===== config.mk =====
export PLATFORM = sky130hd
export DESIGN_NAME = wdt_cfg_arbiter_flat
export DESIGN_NICKNAME = d
export VERILOG_FILES = /design/src/rtl/wdt_cfg_arbiter_pkg.sv /design/src/rtl/wdt_cfg_arbiter_if.sv /design/src/rtl/wdt_cfg_arbiter_rr_arbiter.sv /design/src/rtl/wdt_cfg_arbiter.sv /design/src/flat_wrapper.sv
export SDC_FILE = /design/constraint.sdc
export NUM_CORES = 1
export LEC_CHECK = 0
export ABC_AREA = 1
export CORE_MARGIN = 3
export CORE_UTILIZATION = 30
export CTS_CLUSTER_SIZE = 14
export DETAILED_ROUTE_END_ITERATION = 16
export PLACE_DENSITY_LB_ADDON = 0.12
export SETUP_SLACK_MARGIN = 0.5
export SLEW_MARGIN = 25
export SYNTH_ARGS = -nofsm -noshare
export SYNTH_HDL_FRONTEND = slang
export SYNTH_SLANG_ARGS = --single-unit

===== constraint.sdc =====
create_clock -name ACLK -period 3.3 [get_ports ACLK]
set_input_delay 0.66 -clock ACLK [delete_from_list [all_inputs] [get_ports ACLK]]
set_output_delay 0.66 -clock ACLK [all_outputs]
set_load 0.1 [all_outputs]

===== src/rtl/wdt_cfg_arbiter_pkg.sv =====
// ---------------------------------------------------------------------------
// wdt_cfg_pkg
// Shared types and constants for the watchdog configuration arbiter.
//   wdt_reg_sel_e   : register select carried by each requester
//   wdt_cfg_state_e : arbiter FSM states
//   WDT_ADDR_*      : AXI addresses of the WDT registers, plus a helper that
//                     maps an address onto a select for AXI-side requesters
// ---------------------------------------------------------------------------
package wdt_cfg_pkg;

    typedef enum logic [1:0] {
        WDEN_SEL   = 2'd0,
        WDLIVE_SEL = 2'd1,
        WTOCNT_SEL = 2'd2,
        RSVD_SEL   = 2'd3
    } wdt_reg_sel_e;

    typedef enum logic [1:0] {
        IDLE  = 2'd0,
        EXEC  = 2'd1,
        PULSE = 2'd2,
        RESP  = 2'd3
    } wdt_cfg_state_e;

    localparam logic [31:0] WDT_ADDR_WDEN   = 32'h1001_0100;
    localparam logic [31:0] WDT_ADDR_WDLIVE = 32'h1001_0200;
    localparam logic [31:0] WDT_ADDR_WTOCNT = 32'h1001_0300;

    // Unknown addresses map to the reserved select so they come back as errors.
    function automatic wdt_reg_sel_e wdt_addr_to_sel(input logic [31:0] addr);
        wdt_reg_sel_e sel;
        case (addr)
            WDT_ADDR_WDEN:   sel = WDEN_SEL;
            WDT_ADDR_WDLIVE: sel = WDLIVE_SEL;
            WDT_ADDR_WTOCNT: sel = WTOCNT_SEL;
            default:         sel = RSVD_SEL;
        endcase
        return sel;
    endfunction

endpackage


===== src/rtl/wdt_cfg_arbiter_if.sv =====
// ---------------------------------------------------------------------------
// wdt_cfg_arbiter_if
// Request/response bundle shared by N_REQ requesters and the arbiter.
//   req_valid/req_sel/req_wdata : per-requester write request (slice i)
//   req_ready                   : one-hot request accept
//   rsp_valid/rsp_err           : one-hot response, error qualified by rsp_valid
//   rsp_ready                   : per-requester response accept
// Modports: master = requester side, slave = arbiter side.
// ---------------------------------------------------------------------------
interface wdt_cfg_arbiter_if #(
    parameter int N_REQ  = 2,
    parameter int DATA_W = 32
);
    logic [N_REQ-1:0]        req_valid;
    logic [2*N_REQ-1:0]      req_sel;
    logic [DATA_W*N_REQ-1:0] req_wdata;
    logic [N_REQ-1:0]        req_ready;
    logic [N_REQ-1:0]        rsp_valid;
    logic                    rsp_err;
    logic [N_REQ-1:0]        rsp_ready;

    modport master (
        output req_valid, req_sel, req_wdata, rsp_ready,
        input  req_ready, rsp_valid, rsp_err
    );

    modport slave (
        input  req_valid, req_sel, req_wdata, rsp_ready,
        output req_ready, rsp_valid, rsp_err
    );
endinterface


===== src/rtl/wdt_cfg_arbiter_rr_arbiter.sv =====
// ---------------------------------------------------------------------------
// rr_arbiter
// Purely combinational round-robin pick: the winner is the first set bit of
// req searching upward from ptr, wrapping modulo N_REQ.
//   req    : request vector
//   ptr    : current round-robin start position
//   grant  : one-hot grant (zero when no request)
//   winner : index of the granted requester
//   any    : at least one request present
// ---------------------------------------------------------------------------
module rr_arbiter #(
    parameter int N_REQ = 2,
    parameter int PTR_W = 1
) (
    input  logic [N_REQ-1:0] req,
    input  logic [PTR_W-1:0] ptr,
    output logic [N_REQ-1:0] grant,
    output logic [PTR_W-1:0] winner,
    output logic             any
);

    always_comb begin
        logic [PTR_W-1:0] idx;
        grant  = '0;
        winner = '0;
        any    = 1'b0;
        idx    = '0;
        for (int k = 0; k < N_REQ; k++) begin
            idx = PTR_W'((int'(ptr) + k) % N_REQ);
            if (!any && req[idx]) begin
                any        = 1'b1;
                grant[idx] = 1'b1;
                winner     = idx;
            end
        end
    end

endmodule


===== src/rtl/wdt_cfg_arbiter.sv =====
// ---------------------------------------------------------------------------
// wdt_cfg_arbiter
// Shares the single WDT configuration write path between N_REQ requesters,
// served one at a time in round-robin order, one response per request.
// Ports:
//   ACLK, ARESETn : clock, asynchronous active-low reset
//   bus           : wdt_cfg_arbiter_if.slave request/response bundle
//   WDEN          : watchdog enable level
//   WDLIVE        : kick pulse, LIVE_PULSE_CYC cycles wide
//   WTOCNT        : timeout count
//   busy          : FSM not in IDLE
// Build option WDT_CFG_LOCK_EN: while WDEN=1, WTOCNT writes and WDEN=0
// writes are rejected with rsp_err=1, so an enabled watchdog stays enabled
// until reset.
// ---------------------------------------------------------------------------
module wdt_cfg_arbiter
    import wdt_cfg_pkg::*;
#(
    parameter int N_REQ          = 2,
    parameter int DATA_W         = 32,
    parameter int LIVE_PULSE_CYC = 1
) (
    input  logic                ACLK,
    input  logic                ARESETn,
    wdt_cfg_arbiter_if.slave    bus,
    output logic                WDEN,
    output logic                WDLIVE,
    output logic [DATA_W-1:0]   WTOCNT,
    output logic                busy
);

    localparam int PTR_W = (N_REQ > 1) ? $clog2(N_REQ) : 1;
    localparam int CNT_W = $clog2(LIVE_PULSE_CYC + 1);

    wdt_cfg_state_e     state, state_nxt;
    logic [PTR_W-1:0]   rr_ptr, win_idx, win_q, ptr_nxt;
    logic [N_REQ-1:0]   grant, win_onehot;
    logic               any_req, grant_fire;
    wdt_reg_sel_e       sel_q;
    logic [DATA_W-1:0]  wdata_q;
    logic [CNT_W-1:0]   pulse_cnt;
    logic               err_q, exec_err;
    logic               wden_q;
    logic [DATA_W-1:0]  wtocnt_q;
    logic [1:0]         sel_arr   [N_REQ];
    logic [DATA_W-1:0]  wdata_arr [N_REQ];

    // Per-requester views of the flattened select/data buses.
    for (genvar g = 0; g < N_REQ; g++) begin : g_slice
        assign sel_arr[g]   = bus.req_sel[2*g +: 2];
        assign wdata_arr[g] = bus.req_wdata[DATA_W*g +: DATA_W];
    end

    rr_arbiter #(
        .N_REQ (N_REQ),
        .PTR_W (PTR_W)
    ) u_rr_arbiter (
        .req    (bus.req_valid),
        .ptr    (rr_ptr),
        .grant  (grant),
        .winner (win_idx),
        .any    (any_req)
    );

    assign grant_fire = (state == IDLE) && any_req;
    assign ptr_nxt    = PTR_W'((int'(win_idx) + 1) % N_REQ);
    assign win_onehot = N_REQ'(1) << win_q;

    always_comb begin
        exec_err = 1'b0;
        case (sel_q)
            RSVD_SEL:   exec_err = 1'b1;
`ifdef WDT_CFG_LOCK_EN
            WTOCNT_SEL: exec_err = wden_q;
            WDEN_SEL:   exec_err = wden_q && !(|wdata_q);
`endif
            default:    exec_err = 1'b0;
        endcase
    end

    // FSM state register
    always_ff @(posedge ACLK or negedge ARESETn) begin
        if (!ARESETn) begin
            state <= IDLE;
        end else begin
            state <= state_nxt;
        end
    end

    // FSM next state
    always_comb begin
        state_nxt = state;
        case (state)
            IDLE:  if (any_req) state_nxt = EXEC;
            EXEC:  state_nxt = (sel_q == WDLIVE_SEL) ? PULSE : RESP;
            PULSE: if (pulse_cnt <= CNT_W'(1)) state_nxt = RESP;
            RESP:  if (bus.rsp_ready[win_q]) state_nxt = IDLE;
            default: state_nxt = IDLE;
        endcase
    end

    // FSM outputs
    always_comb begin
        bus.req_ready = grant_fire ? grant : '0;
        bus.rsp_valid = (state == RESP) ? win_onehot : '0;
        bus.rsp_err   = (state == RESP) && err_q;
        WDLIVE        = (state == PULSE);
        busy          = (state != IDLE);
    end

    // Accept stage: capture the winner's request at the grant edge.
    always_ff @(posedge ACLK) begin
        if (grant_fire) begin
            sel_q   <= wdt_reg_sel_e'(sel_arr[win_idx]);
            wdata_q <= wdata_arr[win_idx];
        end
    end

    always_ff @(posedge ACLK or negedge ARESETn) begin
        if (!ARESETn) begin
            rr_ptr <= '0;
            win_q  <= '0;
        end else if (grant_fire) begin
            rr_ptr <= ptr_nxt;
            win_q  <= win_idx;
        end
    end

    // Execute stage: register update, error capture and pulse counter.
    always_ff @(posedge ACLK or negedge ARESETn) begin
        if (!ARESETn) begin
            wden_q    <= 1'b0;
            wtocnt_q  <= '0;
            err_q     <= 1'b0;
            pulse_cnt <= '0;
        end else if (state == EXEC) begin
            err_q <= exec_err;
            if (!exec_err) begin
                case (sel_q)
                    WDEN_SEL:   wden_q    <= |wdata_q;
                    WTOCNT_SEL: wtocnt_q  <= wdata_q;
                    WDLIVE_SEL: pulse_cnt <= CNT_W'(LIVE_PULSE_CYC);
                    default:    ;
                endcase
            end
        end else if (state == PULSE) begin
            pulse_cnt <= pulse_cnt - CNT_W'(1);
        end
    end

    assign WDEN   = wden_q;
    assign WTOCNT = wtocnt_q;

endmodule


===== src/flat_wrapper.sv =====
// flat-port wrapper written by rule: the top's interface ports become plain ports
module wdt_cfg_arbiter_flat import wdt_cfg_pkg::*;
#(
    parameter int N_REQ          = 2,
    parameter int DATA_W         = 32,
    parameter int LIVE_PULSE_CYC = 1
)
  (ACLK, ARESETn, WDEN, WDLIVE, WTOCNT, busy, bus_req_valid, bus_req_sel, bus_req_wdata, bus_rsp_ready, bus_req_ready, bus_rsp_valid, bus_rsp_err);
  wdt_cfg_arbiter_if #(.N_REQ(N_REQ), .DATA_W(DATA_W)) bus_i ();
  input  logic ACLK;
  input  logic ARESETn;
  output logic WDEN;
  output logic WDLIVE;
  output logic [DATA_W-1:0] WTOCNT;
  output logic busy;
  input wire logic [$bits(bus_i.req_valid)-1:0] bus_req_valid;
  input wire logic [$bits(bus_i.req_sel)-1:0] bus_req_sel;
  input wire logic [$bits(bus_i.req_wdata)-1:0] bus_req_wdata;
  input wire logic [$bits(bus_i.rsp_ready)-1:0] bus_rsp_ready;
  output wire logic [$bits(bus_i.req_ready)-1:0] bus_req_ready;
  output wire logic [$bits(bus_i.rsp_valid)-1:0] bus_rsp_valid;
  output wire logic [$bits(bus_i.rsp_err)-1:0] bus_rsp_err;
  assign bus_i.req_valid = bus_req_valid;
  assign bus_i.req_sel = bus_req_sel;
  assign bus_i.req_wdata = bus_req_wdata;
  assign bus_i.rsp_ready = bus_rsp_ready;
  assign bus_req_ready = bus_i.req_ready;
  assign bus_rsp_valid = bus_i.rsp_valid;
  assign bus_rsp_err = bus_i.rsp_err;
  wdt_cfg_arbiter #(.N_REQ(N_REQ), .DATA_W(DATA_W), .LIVE_PULSE_CYC(LIVE_PULSE_CYC)) u_core (.ACLK(ACLK), .ARESETn(ARESETn), .bus(bus_i), .WDEN(WDEN), .WDLIVE(WDLIVE), .WTOCNT(WTOCNT), .busy(busy));
endmodule

==> results of run 1 <==
-- routing by layer --
layer  routed length (um)  global-route usage
met3                  393              0.0326
met5                    0                   0
met2                 3780               0.219
met4                  108              0.0427
met1                 3290               0.158
-- worst paths after layout --
| check | to | slack (ns) | cells after the start |
|---|---|---|---|
| hold reg to reg | u_core.WTOCNT[26]$_DFFE_PN0P_ | 0.49 | 2 |
| setup / recovery | bus_req_ready[0] | 0.65 | 6 |
| max in group asynchronous | u_core.WTOCNT[11]$_DFFE_PN0P_ | 2.63 | 1 |
| hold / removal | u_core.state[1]$_DFFE_PN0P_ | 0.30 | 1 |
| setup reg to reg | u_core.WTOCNT[1]$_DFFE_PN0P_ | 1.37 | 4 |
| min in group ACLK | u_core.WTOCNT[26]$_DFFE_PN0P_ | 0.49 | 2 |
-- critical path: cells and delay by family --
family                 cells  cell delay, ns
AOI/OAI and AO/OA          1            0.39
and+or+nand+nor            1            0.12
buffers and inverters      4            0.83
-- layout make-up --
class / count / area, sq um
clock inverters: 4 / 45.0
fillers: 1010 / 5760
repair buffers: 116 / 1080
multi-input cells: 204 / 1180
flip-flops and latches: 72 / 1970
clock buffers: 12 / 145
inverters: 16 / 63.8
well taps: 136 / 170
-- cell usage after synthesis --
cell	instances
nand2_1	124
dfrtp_1	38
edfxtp_1	34
nor2_1	28
mux2_4	22
inv_1	15
o21ai_0	7
buf_2	6
mux2_2	6
nand3_1	6
ha_1	5
buf_6	3
nor3_1	2
a21oi_1	1
inv_2	1
nand3_4	1
o21ai_4	1
o22ai_1	1
-- logic make-up (layout without fill, tap and decap cells) --
family | Yosys count | count (layout) | share of synthesized area
buffers and inverters | 25 | 148 | 0.0381
adders and majority gates | 5 | 5 | 0.0193
muxes | 28 | 28 | 0.123
DFF | 72 | 72 | 0.607
and+or+nand+nor | 161 | 161 | 0.193
AOI/OAI and AO/OA | 10 | 10 | 0.0193
-- stage by stage --
step / utilization / cell area [sq um]
2_1_floorplan: - / 3280
3_3_place_gp: 0.428 / 4460
3_5_place_dp: 0.428 / 4460
4_1_cts: 0.447 / 4650
5_1_grt: 0.447 / 4650
6_report: 0.447 / 4650
-- flip-flops by register name, indices dropped and copies added, names as in the netlist --
name            count
u_core.wdata_q     32
u_core.sel_q        2
u_core.err_q        1
u_core.win_q        1
u_core.rr_ptr       1
u_core.WDEN         1
u_core.state        2
u_core.WTOCNT      32
==> results.py, run 1 <==
metrics = {
    "outcome": {
        "status": "finished clean",
    },
    "sta": {
        "period_share": 0.803,
        "rsz0062_at_grt": "false",
        "timing.hold.ws_ns": 0.298,
        "max_freq_ghz": 0.377,
        "clock_skew_ns": 0.0116,
        "hold_violations": 0,
        "tightest_slew_ns": 0.641,
        "setup_tns_ns": 0,
        "slew_viol_final": 0,
        "setup_slack_ns": 0.650,
        "relSlewSlack": 0.573,
        "setup_viol": 0,
        "fin_crit_ns": 2.65,
    },
    "clock_tree": {
        "cts_inserted_buffers": 9,
        "cts.repair.resized": 0,
        "clk_latency_ns": 0.33,
        "postCtsSetupBuffers": 0,
        "root_buffer": "clkbuf_8",
        "cts.sinks": 72,
        "cts_buffer_depth": 2,
        "clk_pin_slew_ns": 0.07,
        "cts_tree": "built",
        "htree_levels": 3,
        "cts-hold-fix-buffers": 0,
    },
    "die": {
        "row_count": 37,
        "die-area_sq_um": 12100,
        "die_h_um": 110,
        "core_area_sq_um": 10400,
        "initial_utilization": 0.312,
        "die_w_um": 110,
        "ios": 114,
    },
    "setup_path": {
        "cp.arrival_ns": 1.99,
        "timing.rr.start": "u_core.state[1]$_DFFE_PN0P_",
        "worstPathMaxFanout": 16,
        "cpPeakStageDelay_ns": 0.45,
        "cp.required_ns": 2.64,
        "startpoint": "bus_req_valid[0]",
        "cp-end-kind": "primary output",
        "cpMaxStageDelayCell": "clkdlybuf4s50_1",
        "critical_path_class": "input port to primary output",
        "worstPathCellList": "clkdlybuf4s50_1, inv_1, o21ai_4, inv_2, nor2_4, buf_12",
        "startpoint_type": "input port",
    },
    "detailed_routing": {
        "drc_errors": 0,
        "vias_per_cell": 4.23,
        "drt_first_pass_iters": 4,
        "vias": 2366,
        "wire_per_inst_um": 13.5,
        "drtIter0Drc": 53,
        "ant_nets": 0,
        "wl_um": 7570,
    },
    "synth": {
        "yosysSeqAreaShare": 0.607,
        "syn_inst": 301,
        "synth.area.top_cells": "edfxtp_1, dfrtp_1, nand2_1",
        "avgSynthCellArea_sq_um": 10.8,
        "synth_top_area_cell": "edfxtp_1",
        "synth_nets": 380,
        "synth.top_cell.area_share": 0.314,
        "ys_warn_count": 0,
        "ys_types": 18,
        "ys_ff_latch": 72,
        "syn_area_sq_um": 3250,
    },
    "grt": {
        "grt_max_degree": 39,
        "antenna_found_initial": 0,
        "grt_use_total": 0.128,
        "grt_overflow": 0,
        "grt_pass1_vias": 2338,
        "grt_pass1_wl_um": 11600,
    },
    "place": {
        "io_buffers": 113,
        "dp_hpwl_um": 5510,
        "gp_congestion": 0.695,
        "place_ws_ns": 0.630,
        "dp.cells": 544,
    },
    "hold_path": {
        "min_path_type": "input port to async pin",
    },
    "cells_and_area": {
        "layout_commonest_cell": "nand2_1",
        "syn_to_final_growth_pct": 43.4,
        "finalNetCount": 498,
        "drive_gt1_frac": 0.226,
        "stdcell_count": 560,
        "diodes": 0,
        "layout_common_cells": "nand2_1, clkdlybuf4s50_1, buf_4",
    },
    "flow_run": {
        "drv_cap": 0,
    },
}
Power of run 1 is not shown: default switching activity piles up to over one toggle a cycle in this logic, so the estimate is an artifact.
==> run 2: changes to the inputs <==
- clock period: 3.3 -> 2.6 ns (I/O delays scaled with it)
==> results.py, run 2 (synthesis gave the netlist of run 1 again) <==
metrics = {
    "hold_path": {
        "min_path_type": "input port to async pin",
    },
    "clock_tree": {
        "cts_inserted_buffers": 9,
        "cts.sinks": 72,
        "cts_buffer_depth": 2,
        "cts_tree": "built",
        "root_buffer": "clkbuf_8",
        "htree_levels": 3,
        "clk_latency_ns": 0.33,
        "cts-hold-fix-buffers": 0,
        "clk_pin_slew_ns": 0.08,
    },
    "setup_path": {
        "reg2reg_setup_slack_ns": 0.71,
        "startpoint_type": "register",
        "r2r-end": "u_core.WTOCNT[30]$_DFFE_PN0P_",
        "critical_path_class": "register to primary output",
        "cp.arrival_ns": 1.56,
        "reg2reg_depth": 7,
        "worstPathMaxFanout": 4,
        "cp.required_ns": 2.08,
        "cp-end-kind": "primary output",
        "timing.rr.start": "u_core.state[1]$_DFFE_PN0P_",
    },
    "grt": {
        "grt_pass1_wl_um": 10800,
        "grt_use_total": 0.120,
        "antenna_found_initial": 0,
        "use_met1": 0.146,
        "grtUsageMet2": 0.208,
        "grt_overflow": 0,
        "grt_pass1_vias": 2202,
        "use_met3": 0.0285,
        "grt_max_degree": 39,
        "busiest_layer": "met2",
    },
    "die": {
        "row_count": 37,
        "ios": 114,
        "die_h_um": 110,
        "core_area_sq_um": 10400,
        "die_w_um": 110,
        "initial_utilization": 0.312,
        "die-area_sq_um": 12100,
    },
    "cells_and_area": {
        "finalNetCount": 509,
        "diodes": 0,
        "syn_to_final_growth_pct": 48.0,
        "layout_commonest_cell": "nand2_1",
        "layout_common_cells": "nand2_1, clkdlybuf4s50_1, buf_4",
        "post-route-util": 0.461,
        "stdcell_count": 571,
        "drive_gt1_frac": 0.253,
    },
    "place": {
        "dp.cells": 546,
        "dp_hpwl_um": 5290,
        "io_buffers": 113,
        "place_ws_ns": 0.405,
        "gp_congestion": 0.756,
    },
    "detailed_routing": {
        "drt_first_pass_iters": 4,
        "ant_nets": 0,
        "wire_per_inst_um": 12.5,
        "wl_um": 7160,
        "vias": 2383,
        "vias_per_cell": 4.17,
        "drc_errors": 0,
        "drtIter0Drc": 72,
    },
    "sta": {
        "setup_viol": 0,
        "slew_viol_final": 0,
        "tightest_slew_ns": 0.875,
        "period_share": 0.801,
        "setup_slack_ns": 0.517,
        "hold_violations": 0,
        "fin_crit_ns": 2.08,
        "rsz0062_at_grt": "true",
        "relSlewSlack": 0.416,
        "clock_skew_ns": 0.00813,
        "max_freq_ghz": 0.480,
    },
    "flow_run": {
        "drv_cap": 0,
    },
    "outcome": {
        "status": "finished clean",
    },
}
-- run 2: how the worst max path moves through the flow --
stage                                            from               end  cells past startpoint
after floorplan           u_core.state[0]$_DFFE_PN0P_  bus_req_ready[0]                      6
after global placement               bus_req_valid[1]  bus_req_ready[0]                      6
after detailed placement             bus_req_valid[1]  bus_req_ready[0]                      6
after CTS                 u_core.state[0]$_DFFE_PN0P_  bus_req_ready[0]                      7
after global routing      u_core.state[0]$_DFFE_PN0P_  bus_req_ready[0]                      7
final                     u_core.state[0]$_DFFE_PN0P_  bus_req_ready[0]                      7
-- run 2: worst max-delay path: stages (launching register included) --
cell and delay [ns]:
dfrtp_2 0.41, inv_2 0.08, ha_4 0.14, clkinvlp_4 0.12, a21oi_4 0.14, inv_2 0.06
nor2_4 0.10, buf_12 0.18
-- run 2: metrics by stage --
stage | hold slack (ns) | instance area [sq um] | setup TNS, ns
3_3_place_gp | 0.471 | 4480 | 0
3_5_place_dp | 0.476 | 4480 | 0
5_1_grt | 0.361 | 4800 | 0
4_1_cts | 0.331 | 4800 | 0
2_1_floorplan | 0.224 | 3280 | -0.978
6_report | 0.299 | 4800 | 0
-- run 2: repair_timing --
action | in CTS | in global routing
gates resized for setup | 4 | 0
endpoints found under the setup margin | 2 | 1
pin swaps | 2 | 0
buffers inserted | 8 | 1
endpoints found under the hold margin | 0 | 0
-- run 2: routing by layer --
layer | share of wire | routed length (um) | vias to the layer above
met4 | 0.013 | 91 | 0
met2 | 0.50 | 3590 | 65
li1 | - | - | 1228
met1 | 0.43 | 3090 | 1082
met3 | 0.055 | 391 | 8
met5 | 0 | 0 | -
-- run 2: area by class of cell --
type                       instances  area (sq um)
fill                            1026          5610
inverter                          16          63.8
multi-input combinational        204          1180
clock buffer                      10           128
timing repair buffer             127          1150
sequential                        72          1970
tap                              136           170
clock inverter                     6           131
Power of run 2 is left out for the same reason.
